### config.mk
export PLATFORM = sky130hd
export DESIGN_NAME = rs_alu_flat
export DESIGN_NICKNAME = d
export VERILOG_FILES = /design/src/rtl/rs_alu_if.sv /design/src/rtl/rs_alu.sv /design/src/flat_wrapper.sv
export SDC_FILE = /design/constraint.sdc
export NUM_CORES = 1
export LEC_CHECK = 0
export BUFFER_PORTS_ARGS = -buffer_cell sky130_fd_sc_hd__buf_2
export CORE_ASPECT_RATIO = 0.5
export CORE_UTILIZATION = 30
export CTS_CLUSTER_DIAMETER = 100
export DETAILED_ROUTE_END_ITERATION = 8
export GPL_TIMING_DRIVEN = 0
export PLACE_DENSITY = 0.53
export SYNTH_ARGS = -nofsm -noshare
export SYNTH_HDL_FRONTEND = slang
export SYNTH_SLANG_ARGS = --single-unit
### constraint.sdc
create_clock -name clk -period 5.8 [get_ports clk]
set_clock_uncertainty 0.05 [all_clocks]
set_input_delay 0.29 -clock clk [delete_from_list [all_inputs] [get_ports clk]]
set_output_delay 0.29 -clock clk [all_outputs]
set_load 0.1 [all_outputs]
### src/rtl/rs_alu_if.sv
// Dispatch, wakeup and issue bundle between the ALU reservation station and its neighbours.
// slave is the reservation station's view; master is the dispatch/writeback/FU side.
interface rs_alu_if #(
  parameter int DEPTH  = 8,
  parameter int PREG_W = 7,
  parameter int ROB_W  = 4,
  parameter int NWB    = 2
);
  localparam int OCC_W = $clog2(DEPTH) + 1;

  logic                  flush;
  logic                  disp_valid;
  logic [6:0]            disp_opcode;
  logic [2:0]            disp_func3;
  logic [6:0]            disp_func7;
  logic [31:0]           disp_imm;
  logic [PREG_W-1:0]     disp_ps1;
  logic [PREG_W-1:0]     disp_ps2;
  logic                  disp_ps1_rdy;
  logic                  disp_ps2_rdy;
  logic [PREG_W-1:0]     disp_pd;
  logic [ROB_W-1:0]      disp_rob;
  logic                  rs_full;
  logic [NWB-1:0]        wb_valid;
  logic [NWB*PREG_W-1:0] wb_tag;
  logic                  fu_ready;
  logic                  issued;
  logic [6:0]            iss_opcode;
  logic [2:0]            iss_func3;
  logic [6:0]            iss_func7;
  logic [31:0]           iss_imm;
  logic [PREG_W-1:0]     iss_ps1;
  logic [PREG_W-1:0]     iss_ps2;
  logic [PREG_W-1:0]     iss_pd;
  logic [ROB_W-1:0]      iss_rob;
  logic [OCC_W-1:0]      occupancy;

  modport slave (
    input  flush, disp_valid, disp_opcode, disp_func3, disp_func7, disp_imm,
           disp_ps1, disp_ps2, disp_ps1_rdy, disp_ps2_rdy, disp_pd, disp_rob,
           wb_valid, wb_tag, fu_ready,
    output rs_full, issued, iss_opcode, iss_func3, iss_func7, iss_imm,
           iss_ps1, iss_ps2, iss_pd, iss_rob, occupancy
  );

  modport master (
    output flush, disp_valid, disp_opcode, disp_func3, disp_func7, disp_imm,
           disp_ps1, disp_ps2, disp_ps1_rdy, disp_ps2_rdy, disp_pd, disp_rob,
           wb_valid, wb_tag, fu_ready,
    input  rs_full, issued, iss_opcode, iss_func3, iss_func7, iss_imm,
           iss_ps1, iss_ps2, iss_pd, iss_rob, occupancy
  );
endinterface

### src/rtl/rs_alu.sv
// Integer ALU reservation station: tag wakeup, oldest-ready select via an age matrix,
// registered single-issue output towards the PRF read ports and the ALU FU.
module rs_alu #(
  parameter int DEPTH  = 8,
  parameter int PREG_W = 7,
  parameter int ROB_W  = 4,
  parameter int NWB    = 2
) (
  input  logic clk,
  input  logic reset,
  rs_alu_if.slave bus
);
  localparam int IDX_W = $clog2(DEPTH);
  localparam int OCC_W = $clog2(DEPTH) + 1;

  typedef struct packed {
    logic [6:0]        opcode;
    logic [2:0]        func3;
    logic [6:0]        func7;
    logic [31:0]       imm;
    logic [PREG_W-1:0] ps1;
    logic [PREG_W-1:0] ps2;
    logic [PREG_W-1:0] pd;
    logic [ROB_W-1:0]  rob;
  } uop_t;

  uop_t             ent_q [DEPTH];
  uop_t             ent_d [DEPTH];
  logic [DEPTH-1:0] valid_q, valid_d;
  logic [DEPTH-1:0] rdy1_q, rdy1_d;
  logic [DEPTH-1:0] rdy2_q, rdy2_d;
  // age_q[i][j] = 1 : entry i is older than entry j
  logic [DEPTH-1:0] age_q [DEPTH];
  logic [DEPTH-1:0] age_d [DEPTH];
  logic [OCC_W-1:0] occ_q, occ_d;
  logic             issued_q, issued_d;
  uop_t             iss_q, iss_d;

  logic [DEPTH-1:0] cand, win;
  logic [IDX_W-1:0] win_idx, free_idx;
  logic             rs_full, do_iss, do_disp;
  uop_t             disp_uop;

  function automatic logic wb_hit(input logic [PREG_W-1:0]     tag,
                                  input logic [NWB-1:0]        v,
                                  input logic [NWB*PREG_W-1:0] tags);
    logic hit;
    hit = 1'b0;
    for (int k = 0; k < NWB; k++)
      if (v[k] && tags[k*PREG_W +: PREG_W] == tag) hit = 1'b1;
    return hit;
  endfunction

  assign rs_full = (occ_q == OCC_W'(DEPTH));
  assign disp_uop = '{opcode: bus.disp_opcode, func3: bus.disp_func3, func7: bus.disp_func7,
                      imm: bus.disp_imm, ps1: bus.disp_ps1, ps2: bus.disp_ps2,
                      pd: bus.disp_pd, rob: bus.disp_rob};

  // Select uses only pre-edge readiness; a winner has no older ready candidate.
  always_comb begin
    cand     = valid_q & rdy1_q & rdy2_q;
    win      = '0;
    win_idx  = '0;
    free_idx = '0;
    for (int i = 0; i < DEPTH; i++) begin
      win[i] = cand[i];
      for (int j = 0; j < DEPTH; j++)
        if (cand[j] && age_q[j][i]) win[i] = 1'b0;
    end
    for (int i = DEPTH - 1; i >= 0; i--) begin
      if (win[i])      win_idx  = IDX_W'(i);
      if (!valid_q[i]) free_idx = IDX_W'(i);
    end
  end

  assign do_iss  = bus.fu_ready && (|win);
  assign do_disp = bus.disp_valid && !rs_full;

  always_comb begin
    ent_d    = ent_q;
    age_d    = age_q;
    valid_d  = valid_q;
    rdy1_d   = rdy1_q;
    rdy2_d   = rdy2_q;
    iss_d    = iss_q;
    issued_d = 1'b0;
    occ_d    = occ_q + OCC_W'(do_disp) - OCC_W'(do_iss);

    for (int i = 0; i < DEPTH; i++) begin
      if (wb_hit(ent_q[i].ps1, bus.wb_valid, bus.wb_tag)) rdy1_d[i] = 1'b1;
      if (wb_hit(ent_q[i].ps2, bus.wb_valid, bus.wb_tag)) rdy2_d[i] = 1'b1;
    end

    if (do_iss) begin
      valid_d[win_idx] = 1'b0;
      issued_d         = 1'b1;
      iss_d            = ent_q[win_idx];
    end

    // free_idx comes from pre-edge valid, so a slot freed by issue this cycle is not reused yet
    if (do_disp) begin
      valid_d[free_idx] = 1'b1;
      ent_d[free_idx]   = disp_uop;
      rdy1_d[free_idx]  = bus.disp_ps1_rdy | wb_hit(bus.disp_ps1, bus.wb_valid, bus.wb_tag);
      rdy2_d[free_idx]  = bus.disp_ps2_rdy | wb_hit(bus.disp_ps2, bus.wb_valid, bus.wb_tag);
      age_d[free_idx]   = '0;
      for (int j = 0; j < DEPTH; j++)
        if (IDX_W'(j) != free_idx) age_d[j][free_idx] = valid_q[j];
    end

    if (bus.flush) begin
      valid_d  = '0;
      issued_d = 1'b0;
      occ_d    = '0;
      iss_d    = iss_q;
    end
  end

  always_ff @(posedge clk) begin
    if (reset) begin
      valid_q  <= '0;
      rdy1_q   <= '0;
      rdy2_q   <= '0;
      occ_q    <= '0;
      issued_q <= 1'b0;
      iss_q    <= '0;
      for (int i = 0; i < DEPTH; i++) age_q[i] <= '0;
    end else begin
      valid_q  <= valid_d;
      rdy1_q   <= rdy1_d;
      rdy2_q   <= rdy2_d;
      occ_q    <= occ_d;
      issued_q <= issued_d;
      iss_q    <= iss_d;
      for (int i = 0; i < DEPTH; i++) begin
        age_q[i] <= age_d[i];
        ent_q[i] <= ent_d[i];
      end
    end
  end

  assign bus.rs_full    = rs_full;
  assign bus.occupancy  = occ_q;
  assign bus.issued     = issued_q;
  assign bus.iss_opcode = iss_q.opcode;
  assign bus.iss_func3  = iss_q.func3;
  assign bus.iss_func7  = iss_q.func7;
  assign bus.iss_imm    = iss_q.imm;
  assign bus.iss_ps1    = iss_q.ps1;
  assign bus.iss_ps2    = iss_q.ps2;
  assign bus.iss_pd     = iss_q.pd;
  assign bus.iss_rob    = iss_q.rob;
endmodule

### src/flat_wrapper.sv
// flat-port wrapper written by rule: the top's interface ports become plain ports
module rs_alu_flat 
#(
  parameter int DEPTH  = 8,
  parameter int PREG_W = 7,
  parameter int ROB_W  = 4,
  parameter int NWB    = 2
)
  (clk, reset, bus_flush, bus_disp_valid, bus_disp_opcode, bus_disp_func3, bus_disp_func7, bus_disp_imm, bus_disp_ps1, bus_disp_ps2, bus_disp_ps1_rdy, bus_disp_ps2_rdy, bus_disp_pd, bus_disp_rob, bus_wb_valid, bus_wb_tag, bus_fu_ready, bus_rs_full, bus_issued, bus_iss_opcode, bus_iss_func3, bus_iss_func7, bus_iss_imm, bus_iss_ps1, bus_iss_ps2, bus_iss_pd, bus_iss_rob, bus_occupancy);
  rs_alu_if #(.DEPTH(DEPTH), .PREG_W(PREG_W), .ROB_W(ROB_W), .NWB(NWB)) bus_i ();
  input  logic clk;
  input  logic reset;
  input wire logic [$bits(bus_i.flush)-1:0] bus_flush;
  input wire logic [$bits(bus_i.disp_valid)-1:0] bus_disp_valid;
  input wire logic [$bits(bus_i.disp_opcode)-1:0] bus_disp_opcode;
  input wire logic [$bits(bus_i.disp_func3)-1:0] bus_disp_func3;
  input wire logic [$bits(bus_i.disp_func7)-1:0] bus_disp_func7;
  input wire logic [$bits(bus_i.disp_imm)-1:0] bus_disp_imm;
  input wire logic [$bits(bus_i.disp_ps1)-1:0] bus_disp_ps1;
  input wire logic [$bits(bus_i.disp_ps2)-1:0] bus_disp_ps2;
  input wire logic [$bits(bus_i.disp_ps1_rdy)-1:0] bus_disp_ps1_rdy;
  input wire logic [$bits(bus_i.disp_ps2_rdy)-1:0] bus_disp_ps2_rdy;
  input wire logic [$bits(bus_i.disp_pd)-1:0] bus_disp_pd;
  input wire logic [$bits(bus_i.disp_rob)-1:0] bus_disp_rob;
  input wire logic [$bits(bus_i.wb_valid)-1:0] bus_wb_valid;
  input wire logic [$bits(bus_i.wb_tag)-1:0] bus_wb_tag;
  input wire logic [$bits(bus_i.fu_ready)-1:0] bus_fu_ready;
  output wire logic [$bits(bus_i.rs_full)-1:0] bus_rs_full;
  output wire logic [$bits(bus_i.issued)-1:0] bus_issued;
  output wire logic [$bits(bus_i.iss_opcode)-1:0] bus_iss_opcode;
  output wire logic [$bits(bus_i.iss_func3)-1:0] bus_iss_func3;
  output wire logic [$bits(bus_i.iss_func7)-1:0] bus_iss_func7;
  output wire logic [$bits(bus_i.iss_imm)-1:0] bus_iss_imm;
  output wire logic [$bits(bus_i.iss_ps1)-1:0] bus_iss_ps1;
  output wire logic [$bits(bus_i.iss_ps2)-1:0] bus_iss_ps2;
  output wire logic [$bits(bus_i.iss_pd)-1:0] bus_iss_pd;
  output wire logic [$bits(bus_i.iss_rob)-1:0] bus_iss_rob;
  output wire logic [$bits(bus_i.occupancy)-1:0] bus_occupancy;
  assign bus_i.flush = bus_flush;
  assign bus_i.disp_valid = bus_disp_valid;
  assign bus_i.disp_opcode = bus_disp_opcode;
  assign bus_i.disp_func3 = bus_disp_func3;
  assign bus_i.disp_func7 = bus_disp_func7;
  assign bus_i.disp_imm = bus_disp_imm;
  assign bus_i.disp_ps1 = bus_disp_ps1;
  assign bus_i.disp_ps2 = bus_disp_ps2;
  assign bus_i.disp_ps1_rdy = bus_disp_ps1_rdy;
  assign bus_i.disp_ps2_rdy = bus_disp_ps2_rdy;
  assign bus_i.disp_pd = bus_disp_pd;
  assign bus_i.disp_rob = bus_disp_rob;
  assign bus_i.wb_valid = bus_wb_valid;
  assign bus_i.wb_tag = bus_wb_tag;
  assign bus_i.fu_ready = bus_fu_ready;
  assign bus_rs_full = bus_i.rs_full;
  assign bus_issued = bus_i.issued;
  assign bus_iss_opcode = bus_i.iss_opcode;
  assign bus_iss_func3 = bus_i.iss_func3;
  assign bus_iss_func7 = bus_i.iss_func7;
  assign bus_iss_imm = bus_i.iss_imm;
  assign bus_iss_ps1 = bus_i.iss_ps1;
  assign bus_iss_ps2 = bus_i.iss_ps2;
  assign bus_iss_pd = bus_i.iss_pd;
  assign bus_iss_rob = bus_i.iss_rob;
  assign bus_occupancy = bus_i.occupancy;
  rs_alu #(.DEPTH(DEPTH), .PREG_W(PREG_W), .ROB_W(ROB_W), .NWB(NWB)) u_core (.clk(clk), .reset(reset), .bus(bus_i));
endmodule
Word-level counts from Yosys, hierarchy flattened. Cells that the tools add are included.

Add/sub/neg operators: 2. Multipliers: 0. Divide/modulo/power cells: 0. Magnitude comparators: 7. Equal/unequal tests: 44. Shift operators: 0. Mux-type cells: 169. Bitwise logic cells: 13. Reduce and logical (&&, ||, !) cells: 111.

Operators by type and width (number): bitwise mux 592 bit (1); equality test 7 bit (36); binary-select mux 74 bit (select 3 bit) (1); demux 74 bit (select 3 bit) (1); 2-to-1 mux 74 bit (3); 2-to-1 mux 1 bit (121); logical AND 1 bit (105); 2-to-1 mux 8 bit (13); bitwise mux 8 bit (10); bitwise AND 64 bit (1); NOT 64 bit (1); 2-to-1 mux 3 bit (16); bitwise AND 8 bit (3); demux 8 bit (select 3 bit) (1); inequality test 3 bit (first input constant) (4); >= comparator 4 bit (second input constant) (2); less-than comparator 3 x 4 -> 1 bit (second input constant) (2); NOT 3 -> 4 bit (2); NOT 8 bit (1); OR 8 bit (1); OR reduction 8 bit (1); demux 1 bit (select 3 bit) (2); >= comparator 3 x 1 -> 1 bit (second input constant) (2); inequality test 2 x 3 -> 1 bit (first input constant) (2); other kinds (11) (14).

Flip-flop bits (word level): 759. Bits in latches: 0. Memory bits (writable): 0. Bits in read-only memories: 0. Memories kept: 0.

Depth between registers and ports, before layout.
Depth after elaboration: 28. Gate-level depth with buffers: 14.

Worst setup path before layout. No wires, ideal clock.

Kind: reg-to-reg. Start: register u_core.occ_q[2] (netlist: u_core.bus.occupancy[2]). End: register u_core.ent_q[296] (netlist name), enable pin. Library setup time: 507 ps. Data arrival time: 5948 ps. Setup slack: -705 ps. Cell stages (with the launch flop): 9. Path buffers: 2. Path through: dfxtp_1 > inv_1 > ha_1 > and3_1 > nand2b_1 > clkbuf_1 > or3_1 > clkbuf_1 > nor2_1.

Cells in the longest elaborated chain, start to end: 4.

Ends and longest elaborated chain: start: declaration (RTL line rs_alu.sv:35) `logic [OCC_W-1:0] occ_q, occ_d;`; start signal: assignment (RTL line rs_alu.sv:124) `occ_q <= '0;`; start signal: assignment (RTL line rs_alu.sv:132) `occ_q <= occ_d;`; equality test 4 bit (RTL line rs_alu.sv:54) `assign rs_full = (occ_q == OCC_W'(DEPTH));`; via bus_rs_full (RTL line flat_wrapper.sv:28) `output wire logic [$bits(bus_i.rs_full)-1:0] bus_rs_full;`; zero test 1 bit (RTL line rs_alu.sv:77) `assign do_disp = bus.disp_valid && !rs_full;`; logical AND 1 bit (RTL line rs_alu.sv:77); AND reduction 2 bit (no source line); end signal: indexed assignment (RTL line rs_alu.sv:137) `ent_q[i] <= ent_d[i];`; end: declaration (RTL line rs_alu.sv:27) `uop_t ent_q [DEPTH];`.

The timed path passes the listed nets, and every way through them passes these cells. A chain may end at the register's enable or synchronous reset.

Worst setup path after layout.
Start: register u_core.rdy1_q[3]. End: register u_core.iss_q, in the netlist u_core.bus.iss_pd[2].

Cells in the longest elaborated chain, start to end: 20. Elaborated cells on any way between the ends: 68.

Ends and longest elaborated chain: start: declaration (RTL line rs_alu.sv:30) `logic [DEPTH-1:0] rdy1_q, rdy1_d;`; start signal: assignment (RTL line rs_alu.sv:130) `rdy1_q <= rdy1_d;`; bitwise AND 8 bit * (2 in a row) (RTL line rs_alu.sv:61) `cand = valid_q & rdy1_q & rdy2_q;`; logical AND 1 bit (RTL line rs_alu.sv:68) `if (cand[j] && age_q[j][i]) win[i] = 1'b0;`; 2-to-1 mux 1 bit (5 in a row) (RTL line rs_alu.sv:68); 2-to-1 mux 3 bit (8 in a row) (RTL line rs_alu.sv:71) `if (win[i]) win_idx = IDX_W'(i);`; NOT 3 -> 4 bit (not written as such) (RTL line rs_alu.sv:97) `iss_d = ent_q[win_idx];`; binary-select mux 74 bit (select 3 bit) (RTL line rs_alu.sv:97); 2-to-1 mux 74 bit (not written as such) (2 in a row) (RTL line rs_alu.sv:97); end signal: assignment (RTL line rs_alu.sv:134) `iss_q <= iss_d;`; end: declaration (RTL line rs_alu.sv:37) `uop_t iss_q, iss_d;`.

Mark *: on every way between the ends. The rest lies on a longest branch, timed or not. The select of a mux whose other input is x is not followed.

==> results.md <==
- Mapped Nets: 2280
- Latest clock arrival within the worst-skew pair: 0.65 ns
- Fin nets: ~2600
- Worst setup slack after layout: 1.250 ns
- Post-CTS setup buffers: 0
- Top cells by area, synth: edfxtp_1 59%, dfxtp_1 11%, xnor2_1 5.6%, a222oi_1 4.8%, a32o_1 2.4%
- Clock sinks: between 700 and 800
- Initial antenna violation count: 4
- Syn Area/Cell: around 14 um2
- Asr flop ratio synth: 0%
- WP data arrival: approximately 5.1 ns
- Vias per cell: 5.261
- Hold crit path type: primary input to register
- # setup viols final: 0
- Grt ovf: 0
- Final Hold Viols: 0
- Leak: between 10 and 15 nW
- Initial Util: a little under a third
- IO buf count: 159
- Worst Path Required: roughly 6.3 ns
- Yosys warnings: 0
- CP max FO: 10
- Worst r2r src: u_core.rdy1_q[3]$_SDFF_PP0_
- Clock root cell: clkbuf_16
- Area Overhead vs Synth: 21.20%
- DP HPWL: ~66000 um
- Clock Path Buffers: 3
- Fin area: between 0.03 and 0.04 mm2
- Measured slew at the worst slew-check pin: about 1.5 ns
- Mapped Cells: around 2200
- Max Freq: 0.2198 GHz
- Num rows: between 80 and 90
- Die Y-Extent: about 230 um
- Max cap viols: 1
- First-pass GRT wire length: 139900 um
- Setup crit end kind: register
- Max Transition Viols Final: 8
- Final ANT Viol Nets: 0
- DRT iter0 DRCs: 2425
- Top cell type by total area after synthesis: edfxtp_1
- Die ar.: roughly 0.10 mm2
- Drt drc: 0
- Fillers: between 9000 and 10000
- Synth top area share: about three fifths
- Failing checks: max-capacitance violations, max-slew violations
- RSZ-0062 raised after global routing: false
- I/O Pins: between 150 and 200
- Combined buffer and inverter count along the critical path: 2
- Post-Syn Area: 0.03034 mm2
- VDD IR max: between 0.0002 and 0.00025 V
- Slowest cell on crit path: clkbuf_1
- Dpl cell area: between 0.03 and 0.04 mm2
- Minimum clock period: 4.550 ns
- Core area: around 0.1 mm2
- TritonRoute pass-1 iters: 8
- Wire length per cell: 24.61 um
- CP peak stage delay: around 0.73 ns
- Final core utilization: approximately 37%
- Top FF cell, synth: edfxtp_1
- Top Family by Delay on Critical Path: simple AND/OR/NAND/NOR gates
- Clock Pin Slew Worst Setup and Hold Paths: around 0.070 ns
- Register area share after synthesis: roughly 70%
- Total number of vias: 20650
- Final wirelength: 96610 um
- HP Start: bus_fu_ready
- GRT Total Usage: 18.46%
- Setup slack at placement: about 1.3 ns
- Post-synth EDFFs: 592
- Run status: complete, but fails checks
- Vias in the first global route: 20170
- Commonest non-fill, non-tap cell in the layout: edfxtp_1
- Post-CTS sizing: 0
- Flops & latches, synth: around 760
- Number of clock buffers inserted by TritonCTS: 75
- Post-synth cell types: 65
- H-tree depth: 3
- Final Cycle Share: about four fifths
- Die X: between 400 and 500 um
- CTS tree: built
- Share of cells above drive strength 1: between 10% and 20%
- Setup crit start: u_core.rdy1_q[3]$_SDFF_PP0_
- CP Class: register to register
- Critical Path, Cell by Cell: nand3_1, a211o_1, nor3_1, nor2_1, nor2_1, clkbuf_1, buf_1, a222oi_1, nand3_1, a32o_1
- Most frequent cells in the layout: 592 x edfxtp_1, 193 x xnor2_1, 185 x buf_2, 179 x nand2_1, 167 x dfxtp_1
- Power per cell area: 311.4 mW/mm2
- Startpoint Class: register
- Largest net degree at the start of global routing: 26
- Slew headroom: -2.066%
- GPL Wtd Cong: 0.9218
power by group:
group | internal [mW] | switching (mW) | total [mW]
sequential | 5.89 | 0.0183 | 5.91
combinational | 0.164 | 0.301 | 0.465
clock | 2.91 | 2.16 | 5.07
worst reg2reg max path, cell delays in order, from the launching register on:
cell	delay (ns)
dfxtp_1	0.59
nand3_1	0.42
a211o_1	0.42
nor3_1	0.30
nor2_1	0.11
nor2_1	0.63
clkbuf_1	0.74
buf_1	0.69
a222oi_1	0.20
nand3_1	0.17
a32o_1	0.17
layer usage:
layer,global-route usage [%],share of wire (%),vias up
met2,30.88,48,797
met1,24.78,43,10490
met4,5.785,2.9,2
li1,-,-,9200
met5,0,0.014,-
met3,2.572,6.6,161
cells by family (layout without fill, tap and decap cells):
| logic type | Yosys count | after routing | synth area share (%) |
|---|---|---|---|
| fa+ha+maj | 6 | 6 | 0.2722 |
| mux | 6 | 6 | 0.2062 |
| xor+xnor | 255 | 255 | 7.362 |
| other cells | 0 | 3 | 0 |
| simple gates | 544 | 544 | 8.476 |
| flops | 759 | 759 | 69.62 |
| compound gates | 424 | 424 | 11.43 |
| buf+inv | 183 | 585 | 2.632 |
state kept, by name (all words and copies together) (netlist names), 8 cells and up, named ones only:
register            count
u_core.ent_q          592
u_core.rdy1_q           8
u_core.bus.iss_imm     32
u_core.valid_q          8
u_core.rdy2_q           8
u_core.age_q           56
cell type report:
class	instances	area [um2]	area share [%]
flip-flops and latches	759	21120	57.44
multi-input cells	1235	8482	23.07
clock buffers	114	2186	5.945
repair buffers	262	2126	5.782
well taps	1344	1682	4.574
plain buffers	162	719.4	1.957
clock inverters	26	365.4	0.9937
inverters	21	78.83	0.2144
diodes	3	7.507	0.02042
metrics by stage:
step | hold WS [ns] | power [mW] | setup TNS [ns] | std cells
4_1_cts | 0.08973 | 11.52 | 0 | 3923
6_report | 0.1262 | 11.45 | 0 | 3926
3_5_place_dp | 0.3971 | 6.445 | 0 | 3707
2_1_floorplan | 0.3389 | 6.252 | 0 | 2177
5_1_grt | 0.1047 | 11.76 | 0 | 3925
3_3_place_gp | 0.3921 | 6.431 | -649.85 | 3680
final timing paths:
path	endpoint	cells after the start	slack, ns
worst max-delay path	u_core.bus.iss_pd[2]$_SDFFE_PP0P_	10	1.25
worst min-delay path	u_core.valid_q[5]$_SDFF_PP0_	4	0.13
worst max register to register	u_core.bus.iss_pd[2]$_SDFFE_PP0P_	10	1.25
worst min register to register	register	1	0.41
Yosys cell counts (12+ instances only):
library cell,count
nor2_1,109
xor2_1,62
buf_2,26
nand4_1,75
a32o_1,73
nor3_1,32
buf_1,13
o21a_1,12
o21ai_0,28
a222oi_1,146
nor4_1,23
clkbuf_1,110
inv_1,21
a21oi_1,107
nand2_1,179
xnor2_1,193
dfxtp_1,167
edfxtp_1,592
nand3_1,86
what timing repair did:
| item | CTS | global route |
|---|---|---|
| endpoints found under the hold margin | 594 | 0 |
| endpoints found under the setup margin | 0 | 0 |
| hold buffers | 76 | 0 |
No activity file was read; power rests on OpenSTA's default activity.
